[config.mk]
export PLATFORM = sky130hd
export DESIGN_NAME = mmio_io_bridge
export DESIGN_NICKNAME = d
export VERILOG_FILES = /design/src/rtl/mmio_pkg.sv /design/src/rtl/hex7seg.sv /design/src/rtl/mmio_io_bridge.sv
export SDC_FILE = /design/constraint.sdc
export NUM_CORES = 1
export LEC_CHECK = 0
export ABC_AREA = 0
export CAP_MARGIN = 10
export CORE_UTILIZATION = 49
export CTS_CLUSTER_DIAMETER = 30
export CTS_CLUSTER_SIZE = 25
export DETAILED_ROUTE_END_ITERATION = 10
export PLACE_DENSITY = 0.77
export SKIP_CTS_REPAIR_TIMING = 1
export SLEW_MARGIN = 20
export SYNTH_ARGS = -nofsm -noshare
export SYNTH_HDL_FRONTEND = slang
export SYNTH_SLANG_ARGS = --single-unit
[constraint.sdc]
create_clock -name Clock -period 2.15 [get_ports Clock]
set_input_delay 0.5375 -clock Clock [delete_from_list [all_inputs] [get_ports Clock]]
set_output_delay 0.5375 -clock Clock [all_outputs]
set_load 0.005 [all_outputs]
[src/rtl/mmio_pkg.sv]
// Shared constants and types for the memory-mapped I/O bridge.
package mmio_pkg;

  localparam int unsigned SW_W    = 10;
  localparam int unsigned KEY_W   = 3;
  localparam int unsigned NUM_HEX = 6;

  localparam logic [15:0] ADDR_LEDR     = 16'h1000;
  localparam logic [15:0] ADDR_SW       = 16'h1001;
  localparam logic [15:0] ADDR_KEY      = 16'h1002;
  localparam logic [15:0] ADDR_KEYEDGE  = 16'h1003;
  localparam logic [15:0] ADDR_HEX_BASE = 16'h2000;
  localparam logic [15:0] ADDR_CNT_LO   = 16'h3000;
  localparam logic [15:0] ADDR_CNT_HI   = 16'h3001;
  localparam logic [15:0] ADDR_HALT     = 16'hFFFF;

  // One seven-segment digit register: blank overrides the digit.
  typedef struct packed {
    logic       blank;
    logic [3:0] digit;
  } digit_t;

  localparam digit_t DIGIT_RESET = '{blank: 1'b1, digit: 4'h0};

endpackage

[src/rtl/hex7seg.sv]
// Hex digit to active-low seven-segment decoder (bit order g..a).
module hex7seg (
  input  logic [3:0] digit,
  input  logic       blank,
  output logic [6:0] seg_c
);

  // Segment pattern lookup; blank turns every segment off.
  always_comb begin
    seg_c = 7'h7F;
    if (!blank) begin
      case (digit)
        4'h0: seg_c = 7'h40;
        4'h1: seg_c = 7'h79;
        4'h2: seg_c = 7'h24;
        4'h3: seg_c = 7'h30;
        4'h4: seg_c = 7'h19;
        4'h5: seg_c = 7'h12;
        4'h6: seg_c = 7'h02;
        4'h7: seg_c = 7'h78;
        4'h8: seg_c = 7'h00;
        4'h9: seg_c = 7'h10;
        4'hA: seg_c = 7'h08;
        4'hB: seg_c = 7'h03;
        4'hC: seg_c = 7'h46;
        4'hD: seg_c = 7'h21;
        4'hE: seg_c = 7'h06;
        default: seg_c = 7'h0E;
      endcase
    end
  end

endmodule

[src/rtl/mmio_io_bridge.sv]
// MMIO slave: LED/HEX registers, switch/key sampling, cycle counter and halt flag.
module mmio_io_bridge
  import mmio_pkg::*;
#(
  parameter int unsigned DATA_W = 16,
  parameter int unsigned ADDR_W = 16,
  parameter int unsigned CNT_W  = 32
) (
  input  logic              Clock,
  input  logic              ResetN,
  input  logic [ADDR_W-1:0] DataAddr,
  input  logic              WriteData,
  input  logic              ReadData,
  input  logic [DATA_W-1:0] DataOut,
  output logic [DATA_W-1:0] DataIn,
  input  logic [SW_W-1:0]   SW,
  input  logic [KEY_W-1:0]  KEY,
  output logic [SW_W-1:0]   LEDR,
  output logic [6:0]        HEX0,
  output logic [6:0]        HEX1,
  output logic [6:0]        HEX2,
  output logic [6:0]        HEX3,
  output logic [6:0]        HEX4,
  output logic [6:0]        HEX5,
  output logic              Halted
);

  logic [SW_W-1:0]   ledr_q;
  digit_t            hex_q [NUM_HEX];
  logic              halted_q;
  logic [KEY_W-1:0]  cap_q;
  logic [CNT_W-1:0]  cnt_q;
  logic [DATA_W-1:0] snap_q;
  logic [DATA_W-1:0] din_q;
  logic [SW_W-1:0]   sw_s1, sw_s2;
  logic [KEY_W-1:0]  key_s1, key_s2, key_prev;

  logic              wr_en;
  logic              hex_hit;
  logic [2:0]        hex_sel;
  logic [KEY_W-1:0]  key_rise;
  logic [KEY_W-1:0]  cap_clr;
  logic [DATA_W-1:0] rdata;
  logic [6:0]        seg [NUM_HEX];
  logic              unused_bits;

  // Once halted, only the halt register still accepts writes.
  assign wr_en    = WriteData && (!halted_q || (DataAddr == ADDR_HALT));
  assign hex_sel  = DataAddr[2:0];
  assign hex_hit  = (DataAddr[ADDR_W-1:3] == ADDR_HEX_BASE[15:3]) && (hex_sel < 3'(NUM_HEX));
  assign key_rise = key_s2 & ~key_prev;
  assign cap_clr  = (wr_en && (DataAddr == ADDR_KEYEDGE)) ? DataOut[KEY_W-1:0] : '0;
  assign unused_bits = ^DataOut[DATA_W-1:SW_W];

  // Read mux over the current (pre-write) register state.
  always_comb begin
    rdata = '0;
    if (hex_hit) begin
      rdata = DATA_W'(hex_q[hex_sel]);
    end else begin
      case (DataAddr)
        ADDR_LEDR:    rdata = DATA_W'(ledr_q);
        ADDR_SW:      rdata = DATA_W'(sw_s2);
        ADDR_KEY:     rdata = DATA_W'(key_s2);
        ADDR_KEYEDGE: rdata = DATA_W'(cap_q);
        ADDR_CNT_LO:  rdata = cnt_q[DATA_W-1:0];
        ADDR_CNT_HI:  rdata = snap_q;
        ADDR_HALT:    rdata = DATA_W'(halted_q);
        default:      rdata = '0;
      endcase
    end
  end

  // Two-flop synchronizers; keys are inverted so 1 means pressed.
  always_ff @(posedge Clock or negedge ResetN) begin
    if (!ResetN) begin
      sw_s1    <= '0;
      sw_s2    <= '0;
      key_s1   <= '0;
      key_s2   <= '0;
      key_prev <= '0;
    end else begin
      sw_s1    <= SW;
      sw_s2    <= sw_s1;
      key_s1   <= ~KEY;
      key_s2   <= key_s1;
      key_prev <= key_s2;
    end
  end

  // Key edge capture: a new press beats a same-cycle clear.
  always_ff @(posedge Clock or negedge ResetN) begin
    if (!ResetN) begin
      cap_q <= '0;
    end else begin
      cap_q <= (cap_q & ~cap_clr) | key_rise;
    end
  end

  // Free-running counter and high-half snapshot taken on CNT_LO reads.
  always_ff @(posedge Clock or negedge ResetN) begin
    if (!ResetN) begin
      cnt_q  <= '0;
      snap_q <= '0;
    end else begin
      cnt_q <= cnt_q + CNT_W'(1);
      if (ReadData && (DataAddr == ADDR_CNT_LO)) begin
        snap_q <= DATA_W'(cnt_q >> DATA_W);
      end
    end
  end

  // Writable registers: LEDs, digits and the sticky halt flag.
  always_ff @(posedge Clock or negedge ResetN) begin
    if (!ResetN) begin
      ledr_q   <= '0;
      halted_q <= 1'b0;
      for (int i = 0; i < NUM_HEX; i++) hex_q[i] <= DIGIT_RESET;
    end else begin
      if (wr_en && (DataAddr == ADDR_LEDR)) ledr_q <= DataOut[SW_W-1:0];
      if (wr_en && (DataAddr == ADDR_HALT)) halted_q <= 1'b1;
      for (int i = 0; i < NUM_HEX; i++) begin
        if (wr_en && hex_hit && (hex_sel == 3'(i))) hex_q[i] <= digit_t'(DataOut[4:0]);
      end
    end
  end

  // Registered read return, held while no read is strobed.
  always_ff @(posedge Clock or negedge ResetN) begin
    if (!ResetN) begin
      din_q <= '0;
    end else if (ReadData) begin
      din_q <= rdata;
    end
  end

  for (genvar g = 0; g < NUM_HEX; g++) begin : g_hex
    hex7seg u_hex7seg (
      .digit (hex_q[g].digit),
      .blank (hex_q[g].blank),
      .seg_c (seg[g])
    );
  end

  assign DataIn = din_q;
  assign LEDR   = ledr_q;
  assign Halted = halted_q;
  assign HEX0   = seg[0];
  assign HEX1   = seg[1];
  assign HEX2   = seg[2];
  assign HEX3   = seg[3];
  assign HEX4   = seg[4];
  assign HEX5   = seg[5];

endmodule

==> summary.md <==
| Metric | Value |
|---|---|
| Cell row count | 45 |
| Post-Syn Nets | 747 |
| Least-Margin Pin Slew | 0.594 ns |
| Leakage | 5.21 nW |
| WP data required | 1.61 ns |
| Grt ovf | 0 |
| Synth Area in XOR/XNOR | 3.48% |
| Initial core utilization | 49.9% |
| Most frequent cells in the layout | dfrtp_1, buf_4, clkdlybuf4s50_1, mux2_2, buf_6 |
| Final wirelength | 22000 um |
| TritonCTS buffer count | 17 |
| Design area | 11000 sq um |
| # setup viols final | 46 |
| GR Util met2 | 43.9% |
| Relative slew slack | 60.1% |
| Main combinational cell family by area after synthesis | multiplexers |
| Max-Cap Viols | 0 |
| CTS tree | yes |
| Post-Synth Adder-Cell Area | 6.12% |
| R2r setup slk | 0.31 ns |
| Top_reg_cell synth | dfrtp_1 |
| PortBufs | 111 |
| Iter 0 DRT Violations | 457 |
| Slew Viols, Final | 0 |
| H-tree levels | 4 |
| Number of global-route vias before repair | 6277 |
| Final WS setup | -0.504 ns |
| P&R area growth vs syn | 45.2% |
| Final core utilization | 72.4% |
| Filler instances | 950 |
| Synthesized area | 7560 sq um |
| Inserted Diodes | 0 |
| Commonest non-fill, non-tap cell in the layout | dfrtp_1 |
| Die span in x | 126 um |
| RSZ-0062 raised after global routing | yes |
| Crit path max fanout | 4 |
| Routed WL per cell | 19.9 um |
| Post-synthesis average cell area | 11.4 sq um |
| Largest net degree at the start of global routing | 53 |
| Detail-routed via count per cell | 5.77 |
| Hold/Removal Path Class | primary input to async pin |
| Post-synthesis simple-gate area fraction | 11.8% |
| Final period utilization | 123% |
| Share of post-route cells with drive strength above 1 | 41.6% |
| GR Layer Usage met1 | 32.8% |
| Gate Count Post-Synth | 661 |
| CP Capture Type | output port |
| Routed Antenna Nets | 0 |
| TritonRoute pass-1 iters | 7 |
| Die footprint | 15900 sq um |
| Maximum vdd drop | 0.579 mV |
| First-pass GRT wire length | 32400 um |
| Layout Skew | 0.00530 ns |
| Hold Fails Final Rpt | 0 |
| HPWL Detailed | 14600 um |
| Status | finished with violations |
| Peak Freq | 0.377 GHz |
| Synth Area in Compound Gates | 9.20% |
| Residual DRC count | 0 |
| Dpl cells | 1053 |
| Most Crowded Layer GR | met2 |
| Clock slew at reported path FFs | 0.06 ns |
| Met3 usage in global routing | 5.23% |
| Post-synth ARST share | 100% |
| Die Y | 126 um |
| Arrival @ worst endpoint | 2.12 ns |
| Core area | 15100 sq um |
| WS Path Type | register to output port |
| Final net count | 988 |
| RD Place Congestion | 0.852 |
| Initial antenna violation count | 0 |
| Cell Area, Placed | 9720 sq um |
| Synthesis Warnings | 0 |
| Worst Setup Start Kind | register |
| Clock root buffer | clkbuf_16 |
| Pwr per Cell Area | 547 nW/um^2 |
| Synthesized flop and latch total | 137 |
| Worst-Skew Late Latency | 0.42 ns |
| Post-synth EDFFs | 0 |
| GRT Util Overall | 26.1% |
| I/O pin count | 118 |
| Yosys cell types | 55 |
| Min Tclk post-route | 2.65 ns |
| CTS max path bufs | 2 |
| Sequential share of the synthesized area | 45.5% |
| Routed vias | 6364 |
| CTS Sinks | 137 |
| Failing checks | setup timing |
| Non-Filler Instances | 1103 |
| Mux cell area share after synthesis | 19.2% |
routing by layer:
layer	part of all wire, %	vias to the layer above	wire length, um
met5	0	-	0
met4	3.3	0	726
met3	5.8	69	1280
met2	50	266	11000
met1	41	3170	8940
li1	-	2859	-
flip-flops by register name (all words and copies together) (netlist names), 10 cells and up:
register  cells
DataIn       16
LEDR         10
cnt_q        32
hex_q        30
snap_q       16
sw_s1        10
sw_s2        10
cells by family (layout without fill, tap and decap cells):
kind of cell / count (synthesis) / in the layout
simple gates: 164 / 165
flops: 137 / 137
mux: 114 / 114
compound gates: 97 / 97
buf+inv: 82 / 335
fa+ha+maj: 37 / 37
xor+xnor: 30 / 30
critical path, cell delays in order, from the launching register on:
cell and delay [ns]:
dfrtp_1 0.43, buf_6 0.14, inv_6 0.04, ha_4 0.25, inv_2 0.03, mux4_2 0.45
or2_4 0.24, buf_6 0.11
per-stage QoR:
stage / worst slack (ns) / setup TNS (ns) / hold WS, ns / power (mW)
4_1_cts: -0.864 / -29.26 / 0.0475 / 6.03
3_5_place_dp: -0.570 / -41.17 / 0.335 / 2.96
3_3_place_gp: -0.536 / -37.92 / 0.332 / 2.95
2_1_floorplan: 0.0169 / 0 / 0.242 / 2.74
5_1_grt: -0.580 / -12.34 / 0.0544 / 6.17
6_report: -0.504 / -9.28 / 0.0402 / 6.00
synth_stat cells, drive strengths merged (11+ instances only):
cell / n / area, sq um
buf: 17 / 119
mux4: 15 / 338
inv: 48 / 180
a31oi: 13 / 81.3
o22ai: 14 / 87.6
o21ai: 18 / 90.1
dfrtp: 131 / 3280
and3: 11 / 73.8
nor2b: 15 / 93.8
ha: 37 / 463
a221o: 11 / 110
mux2i: 32 / 320
clkbuf: 17 / 63.8
nor2: 40 / 150
nand2: 29 / 109
nand4: 14 / 103
nand3: 16 / 80.1
a21oi: 12 / 60.1
mux2: 67 / 792
xnor2: 21 / 184
report_power, final:
part	internal (mW)	switching (mW)	total, mW
Sequential	2.61	0.0105	2.62
Clock	2.00	1.08	3.08
Combinational	0.134	0.170	0.304
area by class of cell:
class                      count  area, sq um  share of cell area (%)
multi-input combinational    443         4220                    38.4
timing repair buffer         255         2250                    20.5
clock buffer                  21          460                    4.20
tap                          188          235                    2.14
inverter                      48          200                    1.82
clock inverter                11          170                    1.55
sequential                   137         3440                    31.4
path summary, 6_finish.rpt:
check / start / endpoint / cells past startpoint
setup / recovery: hex_q[15] / HEX2[3] / 7
hold / removal: ResetN / DataIn[15] / 1
setup reg to reg: cnt_q[0] / cnt_q[12] / 5
hold reg to reg: sw_s1[8] / sw_s2[8] / 0
max in group asynchronous: ResetN / hex_q[19] / 2
min in group Clock: sw_s1[8] / sw_s2[8] / 0
(Power assumes the default switching activity.)
